### src/rtl/adder_4bit_seq_ctrl_if.sv
// Operand/result handshake plus the nibble-wide link to the external adder_4bit.
// master drives operands, accepts results and returns the adder's sum/cout; slave is the sequencer.
interface adder_4bit_seq_ctrl_if #(
  parameter int NIBBLES = 4
);
  logic                   in_valid;
  logic                   in_ready;
  logic [4*NIBBLES-1:0]   in_a;
  logic [4*NIBBLES-1:0]   in_b;
  logic                   in_cin;
  logic [3:0]             add_a;
  logic [3:0]             add_b;
  logic                   add_cin;
  logic [3:0]             add_sum;
  logic                   add_cout;
  logic                   out_valid;
  logic                   out_ready;
  logic [4*NIBBLES-1:0]   out_sum;
  logic                   out_cout;
  logic                   busy;

  modport master (
    output in_valid, in_a, in_b, in_cin, out_ready, add_sum, add_cout,
    input  in_ready, add_a, add_b, add_cin, out_valid, out_sum, out_cout, busy
  );

  modport slave (
    input  in_valid, in_a, in_b, in_cin, out_ready, add_sum, add_cout,
    output in_ready, add_a, add_b, add_cin, out_valid, out_sum, out_cout, busy
  );
endinterface

### src/rtl/adder_4bit_seq_ctrl.sv
// Ripples a wide add through an external 4-bit adder, one nibble per cycle LSB first.
// Result valid NIBBLES cycles after accept; held in DONE until out_ready; no new operands until back in IDLE.
module adder_4bit_seq_ctrl #(
  parameter int NIBBLES = 4
) (
  input  logic                  clk,
  input  logic                  rst,
  adder_4bit_seq_ctrl_if.slave  bus
);
  localparam int W  = 4 * NIBBLES;
  localparam int IW = (NIBBLES > 1) ? $clog2(NIBBLES) : 1;
  localparam logic [IW-1:0] LAST = IW'(NIBBLES - 1);

  typedef enum logic [1:0] {IDLE, RUN, DONE} state_t;

  state_t         state;
  logic [IW-1:0]  idx;
  logic           carry;
  logic [W-1:0]   a_reg;
  logic [W-1:0]   b_reg;
  logic [W-1:0]   sum_reg;
  logic           cout_reg;
  logic           valid_reg;

  always_ff @(posedge clk) begin
    if (rst) begin
      state     <= IDLE;
      idx       <= '0;
      carry     <= 1'b0;
      a_reg     <= '0;
      b_reg     <= '0;
      sum_reg   <= '0;
      cout_reg  <= 1'b0;
      valid_reg <= 1'b0;
    end else begin
      case (state)
        IDLE: begin
          if (bus.in_valid) begin
            a_reg <= bus.in_a;
            b_reg <= bus.in_b;
            carry <= bus.in_cin;
            idx   <= '0;
            state <= RUN;
          end
        end
        RUN: begin
          sum_reg[4*idx +: 4] <= bus.add_sum;
          carry               <= bus.add_cout;
          if (idx == LAST) begin
            idx       <= '0;
            cout_reg  <= bus.add_cout;
            valid_reg <= 1'b1;
            state     <= DONE;
          end else begin
            idx <= idx + IW'(1);
          end
        end
        DONE: begin
          if (bus.out_ready) begin
            valid_reg <= 1'b0;
            state     <= IDLE;
          end
        end
        default: state <= IDLE;
      endcase
    end
  end

  // Adder inputs come only from registers, so there is no in_* to add_* combinational path.
  assign bus.add_a     = (state == RUN) ? a_reg[4*idx +: 4] : 4'd0;
  assign bus.add_b     = (state == RUN) ? b_reg[4*idx +: 4] : 4'd0;
  assign bus.add_cin   = (state == RUN) ? carry : 1'b0;
  assign bus.in_ready  = (state == IDLE) && !rst;
  assign bus.busy      = (state != IDLE);
  assign bus.out_valid = valid_reg;
  assign bus.out_sum   = sum_reg;
  assign bus.out_cout  = cout_reg;
endmodule
### src/flat_wrapper.sv
// flat-port wrapper written by rule: the top's interface ports become plain ports
module adder_4bit_seq_ctrl_flat 
#(
  parameter int NIBBLES = 4
)
  (clk, rst, bus_in_valid, bus_in_a, bus_in_b, bus_in_cin, bus_out_ready, bus_add_sum, bus_add_cout, bus_in_ready, bus_add_a, bus_add_b, bus_add_cin, bus_out_valid, bus_out_sum, bus_out_cout, bus_busy);
  adder_4bit_seq_ctrl_if #(.NIBBLES(NIBBLES)) bus_i ();
  input  logic clk;
  input  logic rst;
  input wire logic [$bits(bus_i.in_valid)-1:0] bus_in_valid;
  input wire logic [$bits(bus_i.in_a)-1:0] bus_in_a;
  input wire logic [$bits(bus_i.in_b)-1:0] bus_in_b;
  input wire logic [$bits(bus_i.in_cin)-1:0] bus_in_cin;
  input wire logic [$bits(bus_i.out_ready)-1:0] bus_out_ready;
  input wire logic [$bits(bus_i.add_sum)-1:0] bus_add_sum;
  input wire logic [$bits(bus_i.add_cout)-1:0] bus_add_cout;
  output wire logic [$bits(bus_i.in_ready)-1:0] bus_in_ready;
  output wire logic [$bits(bus_i.add_a)-1:0] bus_add_a;
  output wire logic [$bits(bus_i.add_b)-1:0] bus_add_b;
  output wire logic [$bits(bus_i.add_cin)-1:0] bus_add_cin;
  output wire logic [$bits(bus_i.out_valid)-1:0] bus_out_valid;
  output wire logic [$bits(bus_i.out_sum)-1:0] bus_out_sum;
  output wire logic [$bits(bus_i.out_cout)-1:0] bus_out_cout;
  output wire logic [$bits(bus_i.busy)-1:0] bus_busy;
  assign bus_i.in_valid = bus_in_valid;
  assign bus_i.in_a = bus_in_a;
  assign bus_i.in_b = bus_in_b;
  assign bus_i.in_cin = bus_in_cin;
  assign bus_i.out_ready = bus_out_ready;
  assign bus_i.add_sum = bus_add_sum;
  assign bus_i.add_cout = bus_add_cout;
  assign bus_in_ready = bus_i.in_ready;
  assign bus_add_a = bus_i.add_a;
  assign bus_add_b = bus_i.add_b;
  assign bus_add_cin = bus_i.add_cin;
  assign bus_out_valid = bus_i.out_valid;
  assign bus_out_sum = bus_i.out_sum;
  assign bus_out_cout = bus_i.out_cout;
  assign bus_busy = bus_i.busy;
  adder_4bit_seq_ctrl #(.NIBBLES(NIBBLES)) u_core (.clk(clk), .rst(rst), .bus(bus_i));
endmodule
### config.mk
export PLATFORM = sky130hd
export DESIGN_NAME = adder_4bit_seq_ctrl_flat
export DESIGN_NICKNAME = d
export VERILOG_FILES = /design/src/rtl/adder_4bit_seq_ctrl_if.sv /design/src/rtl/adder_4bit_seq_ctrl.sv /design/src/flat_wrapper.sv
export SDC_FILE = /design/constraint.sdc
export NUM_CORES = 1
export LEC_CHECK = 0
export CORE_MARGIN = 2
export CORE_UTILIZATION = 30
export DETAILED_ROUTE_END_ITERATION = 6
export GPL_TIMING_DRIVEN = 0
export SKIP_CTS_REPAIR_TIMING = 1
export SLEW_MARGIN = 10
export SYNTH_ARGS = -nofsm -noshare
export SYNTH_HDL_FRONTEND = slang
export SYNTH_SLANG_ARGS = --single-unit
### constraint.sdc
create_clock -name clk -period 2.3 [get_ports clk]
set_input_delay 0.46 -clock clk [delete_from_list [all_inputs] [get_ports clk]]
set_output_delay 0.46 -clock clk [all_outputs]
set_load 0.05 [all_outputs]
# Word level (Yosys, flattened, before mapping)
# Index checks and enable logic that the tools add are counted.
# Widths: inputs -> output; s select.
# word_totals
wordCells	47
latchBits	0
mem_bits_rw	0
input_bits	42
rom_bits	0
register_bits	55
n_memories	0
output_inout_bits	29
# op_classes
multipliers	0
n_div	0
muxes	16
n_eq_ne	6
magnitude_cmp	0
shift	4
n_reduce_logical	11
addsub	2
bitwise	0
# op_table
cell	count
$neg 4->34	1
$shift 4x34->16 const A	1
$shiftx 4x34->16	1
$shiftx 16x5->4	2
$bwmux 16	1
$mux 2	5
$mux 4	2
$pmux 2 s3	1
$reduce_and 2->1	3
$reduce_and 3->1	2
$reduce_bool 2->1	3
$eq 2x2->1 const B	2
$mux 1	4
$ne 2x2->1 const B	2
$pmux 1 s2	2
$pmux 2 s2	1
$add 2x1->2 const B	1
$eq 2x1->1 const B	1
$logic_not 2->1	1
$ne 2x1->1 const B	1
$logic_and 1x1->1	1
$logic_not 1->1	1

# Logic depth before layout (Yosys ltp)
# Gate-level depths: netlist (run 1).
# depth
word_depth	3
mapped_depth	7
ltp_nobuf	5

# Worst setup path after synthesis (run 1)
# No wires, ideal clock.
# synth_path
path_type	register -> output
startpoint	register u_core.state[0]
endpoint	output bus_in_ready
setup_slack_ps	145
required_time_ps	1840
path_stages_with_launch	5
n_path_buf	2
arrival_ps	1695
path_cell_list	dfxtp_1 buf_4 buf_4 or2_2 nor2_1
# synth_between
elab_chain_cells	2
# synth_lines
item	line_no	rtl
start, declared	adder_4bit_seq_ctrl.sv:16	state_t state;
start signal, assigned	adder_4bit_seq_ctrl.sv:27	state <= IDLE;
start signal, assigned	adder_4bit_seq_ctrl.sv:43	state <= RUN;
start signal, assigned	adder_4bit_seq_ctrl.sv:53	state <= DONE;
$logic_not 2->1	adder_4bit_seq_ctrl.sv:73	assign bus.in_ready = (state == IDLE) && !rst;
$logic_and 1x1->1	adder_4bit_seq_ctrl.sv:73	
end, declared	flat_wrapper.sv:17	output wire logic [$bits(bus_i.in_ready)-1:0] bus_in_ready;
# No other way between the ends.

# Worst setup path in the final report (run 1)
# layout_path
startpoint	register u_core.idx[0]
endpoint	output bus_add_a[2]
# layout_between
elab_chain_cells	2
# layout_lines
item	line_no	rtl
start, declared	adder_4bit_seq_ctrl.sv:17	logic [IW-1:0] idx;
start signal, assigned	adder_4bit_seq_ctrl.sv:55	idx <= idx + IW'(1);
$shiftx 16x5->4	adder_4bit_seq_ctrl.sv:70	assign bus.add_a = (state == RUN) ? a_reg[4*idx +: 4] : 4'd0;
$mux 4	adder_4bit_seq_ctrl.sv:70	
end, declared	flat_wrapper.sv:18	output wire logic [$bits(bus_i.add_a)-1:0] bus_add_a;
# No other way between the ends.

==> summary.md, run 1 <==
| Metric | Value |
|---|---|
| Die Height | `about 95 um` |
| Worst Setup Start Kind | `register` |
| Final hold vios | `0` |
| RSZ-0062 raised after global routing | `yes` |
| DR vias/cell | `approximately 4.7` |
| Fillcell total | `around 800` |
| Placer congestion estimate | `0.785` |
| Slew Limit Headroom | `65.3%` |
| Non-Filler Instances | `~470` |
| Max FO, Critical Path | `8` |
| Post-Syn Area per Cell | `roughly 8.7 sq um` |
| Syn_nets | `approximately 330` |
| Worst path max stage delay | `about 0.47 ns` |
| Ant. Diodes | `0` |
| Final Net Count | `between 400 and 500` |
| Root buffer cell | `clkbuf_8` |
| Yosys cell types | `30` |
| Largest net degree at the start of global routing | `16` |
| Number of synthesis warnings | `0` |
| CTS max path bufs | `2` |
| Crit-path slowest cell | `mux4_2` |
| Hpwl dp | `~4.7 mm` |
| Crit path DAT | `1.78 ns` |
| Placed Cells incl. Taps | `460` |
| Synth area leader | `dfxtp_1` |
| Placed Area | `3310 sq um` |
| WL final | `6.32 mm` |
| Clk_lat worst skew | `approximately 0.30 ns` |
| Leak | `1.24 nW` |
| Drt drc | `0` |
| Setup crit end kind | `output port` |
| Post-layout util | `between 40% and 50%` |
| Inserted Clock Buffers | `5` |
| Worst min-delay path class | `register to register` |
| Fin Hold WS | `about 0.46 ns` |
| Slew @ Worst Pin | `0.520 ns` |
| CP Class | `register to output port` |
| Syn Std Cell Area | `roughly 2500 sq um` |
| Min Tclk post-route | `around 2.2 ns` |
| Die extent in x | `about 95 um` |
| Final TNS setup | `0 ns` |
| Initial antenna violation count | `0` |
| Top-area cell type share of the netlist area | `roughly 44%` |
| Starting density of the core | `slightly above 30%` |
| Clk slew on worst S/H paths | `roughly 0.10 ns` |
| Crit-path cells | `buf_12 > buf_4 > mux4_2 > nor2b_1 > buf_6` |
| Antenna viol nets, final | `0` |
| FF+latch count, synth | `55` |
| DR pass1 iterations | `4` |
| Ports | `a little over 70` |
| Num rows | `33` |
| Sequential fraction of the synthesis area | `between 40 and 50%` |
| Die ar. | `between 9000 and 10,000 sq um` |
| TritonCTS clock tree | `yes` |
| Max VDD drop | `between 200 and 300 uV` |
| Final Max Tran Viols | `0` |
| Status | `complete, no violations` |
| Vias | `around 2,200` |
| Total track usage | `between 10% and 20%` |
| I/O Buffers | `69` |
| Core footprint | `8130 sq um` |
| Synth area leaders | `dfxtp_1 44%, nand2_1 12%, a21oi_1 11%` |
| MaxCap Viol Count | `0` |
| H-tree levels | `2` |
| Final Instance Area | `roughly 3400 sq um` |
| DR iter-0 viols | `57` |
| Fin crit share | `97.3%` |
| Area grow syn2layout | `35.0%` |
| Total grt overflow | `0` |
| Setup violators final | `0` |
| Share of cells above drive strength 1 | `roughly an eighth` |
| Clk sinks | `55` |
| Drt wl/cell | `between 10 and 15 um` |
| Pwr Density | `565 nW/um^2` |
| Final Skew | `approximately 0.0086 ns` |
| Mapped Cells | `roughly 290` |
| First-pass GRT wire length | `10.2 mm` |
| CP required | `1.84 ns` |
| Max Freq | `between 0.4 and 0.5 GHz` |
| Vias in the first global route | `2,198` |
-- routing by layer --
| layer | global-route usage [%] | share of wire [%] | up-vias |
|---|---|---|---|
| li1 | - | - | 1121 |
| met2 | 24.7 | 48 | 49 |
| met3 | 2.53 | 4.1 | 2 |
| met4 | 4.11 | 0.71 | 0 |
| met1 | 19.0 | 47 | 1026 |
| met5 | 0 | 0 | - |
-- path summary, 6_finish.rpt --
path | endpoint | depth (start not counted) | slack, ns | start
setup / recovery | bus_add_a[2] | 5 | 0.06 | u_core.idx[0]
setup reg to reg | u_core.bus.out_sum[15] | 7 | 0.37 | u_core.idx[0]
hold reg to reg | u_core.a_reg[8] | 2 | 0.46 | u_core.a_reg[8]
hold / removal | u_core.a_reg[8] | 2 | 0.46 | u_core.a_reg[8]
-- logic make-up after synthesis --
logic type               after synthesis  synth area share (%)
buffers and inverters                 23                  5.57
multiplexers                           9                  7.63
adder cells (fa/ha/maj)                6                  3.01
AND/OR/NAND/NOR                      137                  27.9
AO/OA/AOI/OAI                         56                  11.7
flip-flops                            55                  44.2
-- layout make-up --
class	count	area [sq um]	share of cell area (%)
clock inverter	1	7.51	0.223
timing repair buffer	71	664	19.7
clock buffer	5	68.8	2.04
tap	105	131	3.90
multi-input combinational	208	1250	37.2
inverter	3	11.3	0.335
sequential	55	1100	32.8
buffer	19	125	3.72
-- layout by cell type, fill, tap and decap left out, drive strengths merged, types with 3 or more instances in the layout --
cell | netlist | final
a21oi | 53 | 53
nor2b | 9 | 9
and3b | 3 | 3
clkdlybuf4s50 | 0 | 58
inv | 3 | 3
ha | 6 | 6
nor2 | 7 | 7
nand2b | 5 | 5
nand4 | 3 | 3
buf | 14 | 16
nand3 | 13 | 13
nand2 | 81 | 81
mux4 | 8 | 8
clkbuf | 6 | 20
nand3b | 6 | 6
dfxtp | 55 | 55
-- Yosys cell counts --
library cell	n
nand2_1	81
dfxtp_1	55
a21oi_1	53
nand3_1	13
nor2b_1	9
mux4_2	8
nor2_1	7
buf_2	6
clkbuf_1	6
ha_1	6
nand3b_1	6
buf_6	5
nand2b_1	5
and3b_1	3
inv_1	3
nand4_1	3
buf_4	2
nor3b_2	2
nor4b_4	2
a2bb2oi_1	1
and4bb_2	1
buf_1	1
mux2i_1	1
nand4b_1	1
nor3_1	1
o21a_1	1
o21ba_2	1
or2_2	1
or3b_1	1
or3b_2	1
-- through the flow --
step                power (mW)  setup slack, ns
floorplan                 1.27            0.145
global placement          1.42           -0.265
detailed placement        1.43           -0.264
CTS                       1.92           -0.611
global route              1.99          -0.0329
finish                    1.90           0.0619
-- where the power goes --
part	switching (mW)	internal, mW	leakage (nW)
Sequential	0.0262	0.996	0.450
Clock	0.301	0.203	0.0361
Combinational	0.199	0.175	0.750
Total	0.526	1.38	1.24
-- critical path: cells and delay by family, from the launching register on --
kind | cells | cell delay (ns)
flip-flops | 1 | 0.45
buffers and inverters | 3 | 0.40
multiplexers | 1 | 0.47
AND/OR/NAND/NOR | 1 | 0.15
Note: power is estimated with default switching activity, not from simulation.
==> inputs of run 2 (changes only) <==
Settings changed: CTS_CLUSTER_DIAMETER from default to 150.
==> results of run 2 <==
No change in the layout: final DEF, timing and power equal those of run 1.
==> variant: new RTL, flow settings as in run 2 <==
Reset style: asynchronous (`rst`), changed in one clocked block.
--- a/src/rtl/adder_4bit_seq_ctrl.sv
+++ b/src/rtl/adder_4bit_seq_ctrl.sv
@@ -22,7 +22,7 @@
   logic           cout_reg;
   logic           valid_reg;
 
-  always_ff @(posedge clk) begin
+  always_ff @(posedge clk or posedge rst) begin
     if (rst) begin
       state     <= IDLE;
       idx       <= '0;
Check against the original RTL: differs if rst is asserted again (counterexample within 4 cycles, from zero or initial values and one cycle with rst high); with rst held inactive, the same outputs for 10 cycles.
==> variant against run 2 <==
  * Register-to-register slack improved by 0.05 ns
  * Design area up 8.2%
  * Count of clock-buffer cells in the layout unchanged
  * Via count decreased by 17%
  * Clock skew is 0.0057 ns lower
  * Sequential cell count did not move
  * Setup slack better by 0.020 ns
  * Area after synthesis increased by 5.5%
  * Routed wire length fell by 9.7%
  * Hold slack better by 0.028 ns
  * Synthesized cell count fell by 29%
Power is not compared: it rests on default switching activity, and its combinational part moved more than twofold at a synthesized area within 25%.
==> variant: results (changes against run 2) <==
- The run finished with clean final reports.
* Vias per cell: 4.67 (-0.69%)
- Net Switching: 2610 uW
- By area the synthesized netlist is led by dfrtp_1 52%, mux2_4 16%, mux2i_1 6.1%.
- Worst hold path endpoint: u_core.carry$_DFFE_PP0P_
- The first-pass GRT wire length is 9.42 mm (-8.0%).
* Final Instance Count excl. Fillers: 390 (-16%)
* Worst reg-to-reg path cell count: 6 (-1)
* Source of the worst register-to-register timing path: u_core.idx[0]$_DFFE_PP0P_
* Worst path top cell family by delay: flip-flops
* FFs w/ async S/R, synth: 100% (+100 points)
* Vias in the first global route: 1879 (-15%)
* Termination of the worst setup path: bus_add_b[2]
- FF-to-FF End: u_core.bus.out_sum[12]$_DFFE_PP0P_
- Final Routed Wirelength: 5.71 mm (-9.7%)
- Ratio of cells with drive above 1 in the final layout: 26.2% (+13 points)
- The average cell area after synthesis was 12.9 um^2 (+49%).
- Sequential share of the synthesized area: 52.4% (+8.2 points)
* Source of the worst hold timing path: u_core.carry$_DFFE_PP0P_
* Crit-path slowest cell: dfrtp_2
- The worst setup slack for register-to-register paths was 0.42 ns (+0.05 ns).
- # fillers: 837 (+2.7%)
- Mapped Nets: 251 (-25%)
* Final Power: between 5000 and 6000 uW
- Placed inst area: 0.00348 mm^2 (+5.1%)
- Placer Congestion: 0.777 (-1.0%)
* GR Util All Layers: 12.3% (-2.2 points)
* DP Cell Count: 382 (-17%)
- Cell type with the highest aggregate area in the netlist: dfrtp_1
* NumNets Final: 329 (-20%)
- The largest net degree at the start of global routing was 35 (+19).
- The placed wire-length estimate was 4.22 mm (-10%).
- The count of cell types in the netlist was 30 (unchanged).
* Critical Path AT: 1.76 ns (-0.02 ns)
- Startpoint of the worst setup timing path: u_core.state[1]$_DFFE_PP0P_
- CP Max Fanout: 10 (+2)
- Top cells by count, synth: 55 x dfrtp_1, 28 x mux2_4, 28 x nand2_1
* Drt initial violations: 24 (-58%)
- The transition time at the pin with the least slew margin is 0.505 ns (-0.0154 ns).
* Worst Clk Skew: 0.00293 ns (-0.00572 ns)
- The number of antenna cells inserted came to 0 (unchanged).
* Worst hold margin: 0.484 ns (+0.0282 ns)
- Antenna violations before repair: 0 (unchanged)
- Number of port buffers: 70 (+1.4%)
[variant: cell count changes in the layout (fill, tap and decap cells not counted), moves of 6 or more]
cell and change:
clkbuf_2 -9, mux4_2 -8, nand2_1 -55, a21oi_1 -52
nand3_1 -8, mux2_4 +28, mux2i_1 +15, dfxtp_1 -54
buf_2 -6, o21ai_0 +10, clkbuf_1 -6, dfrtp_1 +53
o22ai_2 +6, nor2b_1 -9
[variant: final cells by class]
cell class,instances,area [um^2],share of cell area (%)
Buffer,8,82.6,2.27
Sequential cell,55,1380,37.9
Timing Repair Buffer,71,717,19.7
Inverter,6,22.5,0.618
Clock inverter,3,18.8,0.515
Tap cell,108,135,3.71
Multi-Input combinational cell,134,1220,33.5
Clock buffer,5,68.8,1.89
[variant: cell families (layout without fill, tap and decap cells)]
logic type               after synthesis  after routing  synth area share (%)
flip-flops                            55             55                  52.4
buffers and inverters                 14             93                  3.52
AND/OR/NAND/NOR                       47             47                  8.95
AO/OA/AOI/OAI                         32             32                  8.09
multiplexers                          49             49                  24.2
adder cells (fa/ha/maj)                6              6                  2.86
[variant: layer usage]
metal | up-vias | routed length, um | part of all wire, % | global-route usage (%)
met5 | - | 0 | 0 | 0
met4 | 0 | 56 | 0.98 | 2.99
met3 | 5 | 320 | 5.6 | 3.31
met2 | 52 | 2770 | 48 | 20.7
met1 | 890 | 2570 | 45 | 15.8
li1 | 876 | - | - | -
[variant: worst min-delay path: cells and delay by family (launching register included)]
family           cells  cell delay (ns)
flip-flops           1             0.35
AND/OR/NAND/NOR      2             0.11
[variant: metrics by stage]
stage,worst slack [ns],utilization [%],setup TNS (ns)
finish,0.0817,42.4,0
CTS,-0.833,41.6,-7.06
global route,-0.00597,42.4,-0.0156
detailed placement,-0.470,40.6,-3.61
global placement,-0.608,40.3,-36.60
floorplan,0.0617,-,0
